<file path="config.mk">
export PLATFORM = sky130hd
export DESIGN_NAME = link_monitor_multi
export DESIGN_NICKNAME = d
export VERILOG_FILES = /design/src/rtl/link_monitor_multi.sv
export SDC_FILE = /design/constraint.sdc
export NUM_CORES = 1
export LEC_CHECK = 0
export ABC_CLOCK_PERIOD_IN_PS = 4000
export CAP_MARGIN = 20
export CORE_MARGIN = 8
export CORE_UTILIZATION = 55
export CTS_BUF_LIST = sky130_fd_sc_hd__clkbuf_16
export DETAILED_ROUTE_END_ITERATION = 10
export PLACE_DENSITY = 0.86
export SLEW_MARGIN = 20
export SYNTH_ARGS = -nofsm -noshare
export SYNTH_HDL_FRONTEND = slang
export SYNTH_SLANG_ARGS = --single-unit
</file>
<file path="constraint.sdc">
create_clock -name clk_i -period 4 [get_ports clk_i]
set_input_delay 0.8 -clock clk_i [delete_from_list [all_inputs] [get_ports clk_i]]
set_output_delay 0.8 -clock clk_i [all_outputs]
set_load 0.01 [all_outputs]
</file>
<file path="src/rtl/link_monitor_multi.sv">
`default_nettype none
// ============================================================================
// Module   : link_monitor_multi
// Brief    : Multi-channel link monitor with up-qualification, down-debounce,
//            change pulses, saturating drop counters and aggregate status.
// Revision : 1.0 - initial release
// ============================================================================
module link_monitor_multi #(
  parameter int NUM_CH      = 4,
  parameter int UP_CYCLES   = 8,
  parameter int DOWN_CYCLES = 4,
  parameter int DROP_W      = 8
) (
  input  logic                     clk_i,
  input  logic                     reset_i,
  input  logic [NUM_CH-1:0]        pma_reset_i,
  input  logic [NUM_CH-1:0]        link_control_i,
  input  logic [NUM_CH-1:0]        pcs_status_i,
  input  logic [NUM_CH-1:0]        loc_rcv_status_i,
  input  logic                     clr_drops_i,
  output logic [NUM_CH-1:0]        link_status_o,
  output logic [NUM_CH-1:0]        link_change_o,
  output logic                     any_link_up_o,
  output logic                     all_link_up_o,
  output logic [2*NUM_CH-1:0]      state_vec_o,
  output logic [DROP_W*NUM_CH-1:0] drop_count_o
);

  localparam int C_MAX_CYC = (UP_CYCLES > DOWN_CYCLES) ? UP_CYCLES : DOWN_CYCLES;
  localparam int C_TW      = $clog2(C_MAX_CYC + 1);

  typedef enum logic [1:0] {
    LINK_DOWN = 2'b00,
    LINK_QUAL = 2'b01,
    LINK_UP   = 2'b10,
    LINK_HOLD = 2'b11
  } state_t;

  generate
    for (genvar i = 0; i < NUM_CH; i++) begin : g_ch
      state_t            state_q, state_d;
      logic [C_TW-1:0]   timer_q, timer_d;
      logic [C_TW-1:0]   w_timer_inc;
      logic              status_q, status_d;
      logic              change_q;
      logic [DROP_W-1:0] drops_q;
      logic              w_good, w_force_dn;

      assign w_good      = ~pcs_status_i[i] & loc_rcv_status_i[i];
      assign w_force_dn  = pma_reset_i[i] | link_control_i[i];
      assign w_timer_inc = timer_q + C_TW'(1);

      always_comb begin
        state_d = state_q;
        timer_d = timer_q;
        if (w_force_dn) begin
          state_d = LINK_DOWN;
          timer_d = '0;
        end else begin
          case (state_q)
            LINK_DOWN: if (w_good) begin
              if (UP_CYCLES == 1) begin
                state_d = LINK_UP;
                timer_d = '0;
              end else begin
                state_d = LINK_QUAL;
                timer_d = C_TW'(1);
              end
            end
            LINK_QUAL: if (!w_good) begin
              state_d = LINK_DOWN;
              timer_d = '0;
            end else if (int'(w_timer_inc) == UP_CYCLES) begin
              state_d = LINK_UP;
              timer_d = '0;
            end else begin
              timer_d = w_timer_inc;
            end
            LINK_UP: if (!w_good) begin
              if (DOWN_CYCLES == 1) begin
                state_d = LINK_DOWN;
                timer_d = '0;
              end else begin
                state_d = LINK_HOLD;
                timer_d = C_TW'(1);
              end
            end
            LINK_HOLD: if (w_good) begin
              // Recovery inside the debounce window is silent: no event, no drop.
              state_d = LINK_UP;
              timer_d = '0;
            end else if (int'(w_timer_inc) == DOWN_CYCLES) begin
              state_d = LINK_DOWN;
              timer_d = '0;
            end else begin
              timer_d = w_timer_inc;
            end
            default: begin
              state_d = LINK_DOWN;
              timer_d = '0;
            end
          endcase
        end
        status_d = (state_d == LINK_UP) || (state_d == LINK_HOLD);
      end

      always_ff @(posedge clk_i) begin
        if (reset_i) begin
          state_q  <= LINK_DOWN;
          timer_q  <= '0;
          status_q <= 1'b0;
          change_q <= 1'b0;
          drops_q  <= '0;
        end else begin
          state_q  <= state_d;
          timer_q  <= timer_d;
          status_q <= status_d;
          change_q <= status_d ^ status_q;
          if (clr_drops_i) begin
            drops_q <= '0;
          end else if (status_q && !status_d && (drops_q != {DROP_W{1'b1}})) begin
            drops_q <= drops_q + DROP_W'(1);
          end
        end
      end

      assign link_status_o[i]                   = status_q;
      assign link_change_o[i]                   = change_q;
      assign state_vec_o[2*i +: 2]              = state_q;
      assign drop_count_o[DROP_W*i +: DROP_W]   = drops_q;
    end
  endgenerate

  assign any_link_up_o = |link_status_o;
  assign all_link_up_o = &link_status_o;

endmodule
`default_nettype wire

</file>
======== Word level (Yosys, flattened, before mapping) ========
Cells that the tools add are included.
W data, S select, Z words.
operators by class
  $add $sub $neg .......................... 8
  muxes and demuxes ....................... 60
  shifts and indexed selects .............. 0
  bitwise logic cells ..................... 16
  reduce and logical (&&, ||, !) cells .... 31
  $mul .................................... 0
  div/mod/pow operators ................... 0
  magnitude comparators ................... 0
  equal/unequal tests ..................... 40
operators with widths
  operator               count
  $mux W4                24
  $pmux W4 S4            4
  $mux W2                28
  $add A8 B1 Y8 const B  4
  $eq A2 B2 Y1 const B   16
  $eq A4 B4 Y1 const B   8
  $ne A8 B8 Y1 const B   4
  $pmux W2 S4            4
  $add A4 B1 Y4 const B  4
  $ne A2 B2 Y1 const B   8
  $reduce_or A2 Y1       5
  $eq A2 B1 Y1 const B   4
  $logic_and A1 B1 Y1    8
  $logic_not A2 Y1       4
  $reduce_and A2 Y1      4
  $and A1 B1 Y1          4
  $logic_not A1 Y1       4
  $logic_or A1 B1 Y1     4
  $not A1 Y1             4
  $or A1 B1 Y1           4
  $reduce_and A4 Y1      1
  $reduce_or A4 Y1       1
  $xor A1 B1 Y1          4
storage, ports and cells
  logic and storage cells ................. 175
  bits in read-only memories .............. 0
  input port bits ......................... 19
  output and inout port bits .............. 50
  latch bits .............................. 0
  memories ................................ 0
  memory bits (writable) .................. 0
  register bits ........................... 64

======== Depth between registers and ports, before layout ========
  word-level depth ........................ 11
  depth in mapped cells ................... 11
  mapped depth without buffers ............ 11

======== Worst setup path after synthesis ========
Ideal clock, no wire load.
  path kind ............................... input to register
  start point ............................. input pcs_status_i[3]
  end point ............................... register g_ch[3].drops_q[3]
  buffers on the path ..................... 0
  slack ................................... 1.549 ns
  stages .................................. 9
  setup time .............................. 0.070 ns
  data arrival time ....................... 2.381 ns
  path through ............................ nand2b_1 nand4_1 a32oi_1 or3_1 ha_1 inv_1 a41o_4 or3_1 a21oi_1
between the ends
  word-level cells in the longest chain between the ends .. 10
  elaborated cells on any way between the ends .. 14
  classes of those cells .................. eq/ne: 2; mux: 6; bitwise: 2; reduce/logical: 4
RTL lines
  element                               line  RTL
  from (decl)                           18    input logic [NUM_CH-1:0] pcs_status_i,
  $not A1 Y1 (*)                        49    assign w_good = ~pcs_status_i[i] & loc_rcv_status_i[i];
  $and A1 B1 Y1 (*)                     49
  $mux W2, on equally long branches     n/a
  $pmux W2 S4 (*)                       60    case (state_q)
  $mux W2 (*)                           56    if (w_force_dn) begin
  $eq A2 B2 Y1                          104   status_d = (state_d == LINK_UP) || (state_d == LINK_HOLD);
  $logic_or A1 B1 Y1 (*)                104
  $logic_not A1 Y1 (*)                  121   end else if (status_q && !status_d && (drops_q != {DROP_W{1'b1}})) begin
  $logic_and A1 B1 Y1 (*) (2 in a row)  121
  to (signal assigned)                  122   drops_q <= drops_q + DROP_W'(1);
  to (decl)                             46    logic [DROP_W-1:0] drops_q;
Mark *: on every way between the ends. The rest lies on a longest branch, timed or not.
A chain may end at the register's enable or synchronous reset.

======== Worst setup path after layout ========
  start point ............................. input pcs_status_i[3]
  end point ............................... register g_ch[3].drops_q[5]
Same word-level chain as after synthesis.

==> summary.txt <==
Hold path
  – Worst Hold Launch: g_ch[1].timer_q[1]$_SDFFE_PP0P_
  – Worst min-delay path category: reg -> reg
  – Hold Path Depth: 2
  – Hold EP: g_ch[1].timer_q[1]$_SDFFE_PP0P_

Setup path
  – Critical path class: in -> reg
  – FF-to-FF Start: g_ch[3].timer_q[0]$_SDFFE_PP0P_
  – R2R Setup Slk: 1580 ps
  – Element type at the critical path start: input pin
  – Critical Path End Type: flop
  – Cell count of the worst reg-to-reg path: 10
  – Critical path arrival: 3010 ps
  – Critical Path RT: 4190 ps
  – R2r endpoint: g_ch[3].drops_q[5]$_SDFFE_PP0P_
  – Largest fanout on the critical path: 7

Clocking
  – Root Driver: clkbuf_16
  – Clock transition at path regs: 50 ps
  – Postcts setup bufs: 0
  – TritonCTS Buffers: 9
  – Clk buf depth: 2
  – Htree depth: 3
  – Hold-fix buffer count after cts: 0
  – # clock sinks: 64
  – CTS tree: yes
  – Worst skew pair latency: 330 ps
  – Post-CTS sizing: 0

Logic synthesis
  – Register area share after synthesis: 39.31%
  – Net Count, Synth: 421
  – Avg Cell Area, Syn: 8.357 um2
  – YS warnings: 0
  – Synth Register Bits: 64
  – Ys async rst share: 0%
  – Netlist cell types: 52
  – Cells after synthesis: 390
  – Main synth FF type: dfxtp_1
  – Number of synthesized flops with an enable pin: 0
  – Post-Syn Area: 0.003259 mm2

Global routing
  – Antenna violations before repair: 0
  – Total GRT Usage: 18.65%
  – Vias in the first global route: 2875
  – Gr ovfl total: 0
  – Pin count of the biggest net entering global routing: 33
  – First-pass GRT wire length: 13350 um

Floorplanning
  – Die Y: 92.98 um
  – # IOs: 69
  – Initial Utilization: 56.05%
  – Core area: 0.005816 mm2
  – Die Area: 0.008645 mm2
  – # rows: 28
  – Die X: 92.98 um

STA
  – Slew of the pin with the lowest slew margin: 847.5 ps
  – Relative slew slack: 43.06%
  – Period minus WS final: 2828 ps
  – Fin crit share: 70.70%
  – Final Hold Viols: 0
  – Clk_skew: 5.627 ps
  – RSZ-0062 raised after global routing: false
  – # setup viols final: 0
  – Setup ws final: 1172 ps
  – Fin Setup TNS: 0 ps
  – F_max: 353.6 MHz
  – Fin. max-slew vios: 0

Detailed routing
  – DR top layer: met4
  – DRC: 0
  – DR vias: 3063
  – Met3 WL: 515 um
  – TritonRoute pass-1 iters: 4
  – Antenna-violating nets left: 0
  – Vias/cell: 5.823
  – WL final: 7666 um
  – Drt wl/cell: 14.57 um
  – M1 wire length: 3446 um
  – Met2 Wirelength: 3561 um
  – DR iter-0 viols: 226

Power and ir drop
  – Leak Pwr: 1.457 nW
  – Pwr dens: 326.9 mW/mm2
  – VDD IR max: 0.2280 mV

Finish
  – Share of layout cells above drive strength 1: 3.991%
  – # fillers: 488
  – Final #Nets: 477
  – Inserted Diodes: 0
  – Synth-to-Final Area Change: 27.83%

Place
  – Final GP Congestion: 0.9153
  – DP Worst Slack: 894.6 ps
  – Hpwl dp: 5554 um
  – # port buffers: 68

Flow run
  – Maxcap violations: 0

Run status
  – Outcome: completed
[per-layer routing]
metal / vias to the layer above / track usage, %
li1: 1517 / -
met1: 1424 / 22.76
met2: 109 / 29.70
met3: 13 / 5.449
met4: 0 / 8.456
met5: - / 0
[report_power, final]
part	switching, W	total, W	internal, W
sequential	0.00000288	0.000643	0.000640
clock	0.000261	0.000667	0.000406
combinational	0.0000266	0.0000517	0.0000251
[how the worst max path moves through the flow]
stage	from	end	slack [ps]	cells past startpoint
5_1_grt	pcs_status_i[3]	g_ch[3].drops_q[5]$_SDFFE_PP0P_	920	11
3_5_place_dp	pcs_status_i[3]	g_ch[3].drops_q[7]$_SDFFE_PP0P_	890	10
6_report	pcs_status_i[3]	g_ch[3].drops_q[5]$_SDFFE_PP0P_	1170	11
3_3_place_gp	pcs_status_i[3]	g_ch[3].drops_q[5]$_SDFFE_PP0P_	970	11
4_1_cts	pcs_status_i[3]	g_ch[3].drops_q[5]$_SDFFE_PP0P_	1170	11
2_1_floorplan	pcs_status_i[3]	g_ch[3].drops_q[3]$_SDFFE_PP0P_	1550	9
[area by class of cell]
class	count	area, um2	area share (%)
multi-input combinational	294	1821	43.69
inverter	9	33.78	0.8108
timing repair buffer	68	680.7	16.34
sequential	64	1281	30.75
clock buffer	9	225.2	5.405
tap	75	93.84	2.252
clock inverter	7	31.28	0.7508
[flip-flops by register name, summed over array words and instances (netlist names)]
signal,flops
g_ch.change_q,4
g_ch.drops_q,32
g_ch.state_q,8
g_ch.status_q,4
g_ch.timer_q,16
[layout by cell type, fill, tap and decap left out, types with 7 or more instances in the layout]
| cell type | n |
|---|---|
| o21ai_0 | 13 |
| nand4_1 | 10 |
| clkbuf_16 | 9 |
| xnor2_1 | 14 |
| nand2_1 | 31 |
| and2_1 | 7 |
| inv_1 | 11 |
| clkdlybuf4s50_1 | 68 |
| nor2_1 | 54 |
| nor3_1 | 8 |
| dfxtp_1 | 64 |
| xor2_1 | 7 |
| a21oi_1 | 19 |
| nand3_1 | 23 |
| or3_1 | 12 |
| ha_1 | 12 |
| a211oi_1 | 10 |
[worst max-delay path, stage by stage]
cell             delay (ps)
clkdlybuf4s50_1         440
nand2b_1                200
nand4_1                 120
a32oi_1                 250
or3_1                   160
ha_1                    230
inv_1                    70
a41o_4                  270
nor3_1                  250
xnor2_1                 150
nor2_1                   60
[kinds of logic (layout without fill, tap and decap cells)]
logic type	after synthesis	count (layout)	synth area share, %
and+or+nand+nor	176	176	27.14
AOI/OAI and AO/OA	79	79	16.62
DFF	64	64	39.31
buffers and inverters	32	93	4.837
xor gates and xnor gates	21	21	5.643
adders and majority gates	12	12	4.606
muxes	6	6	1.843
[cell usage after synthesis (3+ instances only)]
master      n  area share [%]
nand3b_1    4            0.92
nand2_1    31             3.6
nor3_1      8             1.2
and3_1      6             1.2
a211oi_1   10             2.3
and2_1      7             1.3
clkbuf_1    7            0.81
clkbuf_2    4            0.61
nor2_1     54             6.2
dfxtp_1    64              39
nand2b_1    6             1.2
ha_1       12             4.6
buf_4       8             1.8
or3_1      12             2.3
a21o_1      3            0.69
o21ai_0    13             2.0
nand4_1    10             1.9
xor2_1      7             1.9
nand3_1    23             3.5
a311oi_1    3            0.81
a21oi_1    19             2.9
o2111ai_1   3            0.81
and3b_1     3            0.81
inv_1       9             1.0
a41oi_1     3            0.81
mux2i_1     6             1.8
nand4b_1    3            0.81
xnor2_1    14             3.8
a31oi_1     5            0.96
[through the flow]
step	total power, W	utilization [%]	instance area [um2]	std cells	hold slack [ps]
6_report	0.001362	71.64	4167	526	507.7
5_1_grt	0.001411	71.64	4167	526	553.7
4_1_cts	0.001372	71.64	4167	526	506.0
3_5_place_dp	0.0007070	67.23	3910	510	492.6
3_3_place_gp	0.0007062	67.23	3910	510	479.0
2_1_floorplan	0.0006827	-	3259	390	466.3
(Power assumes the default switching activity.)
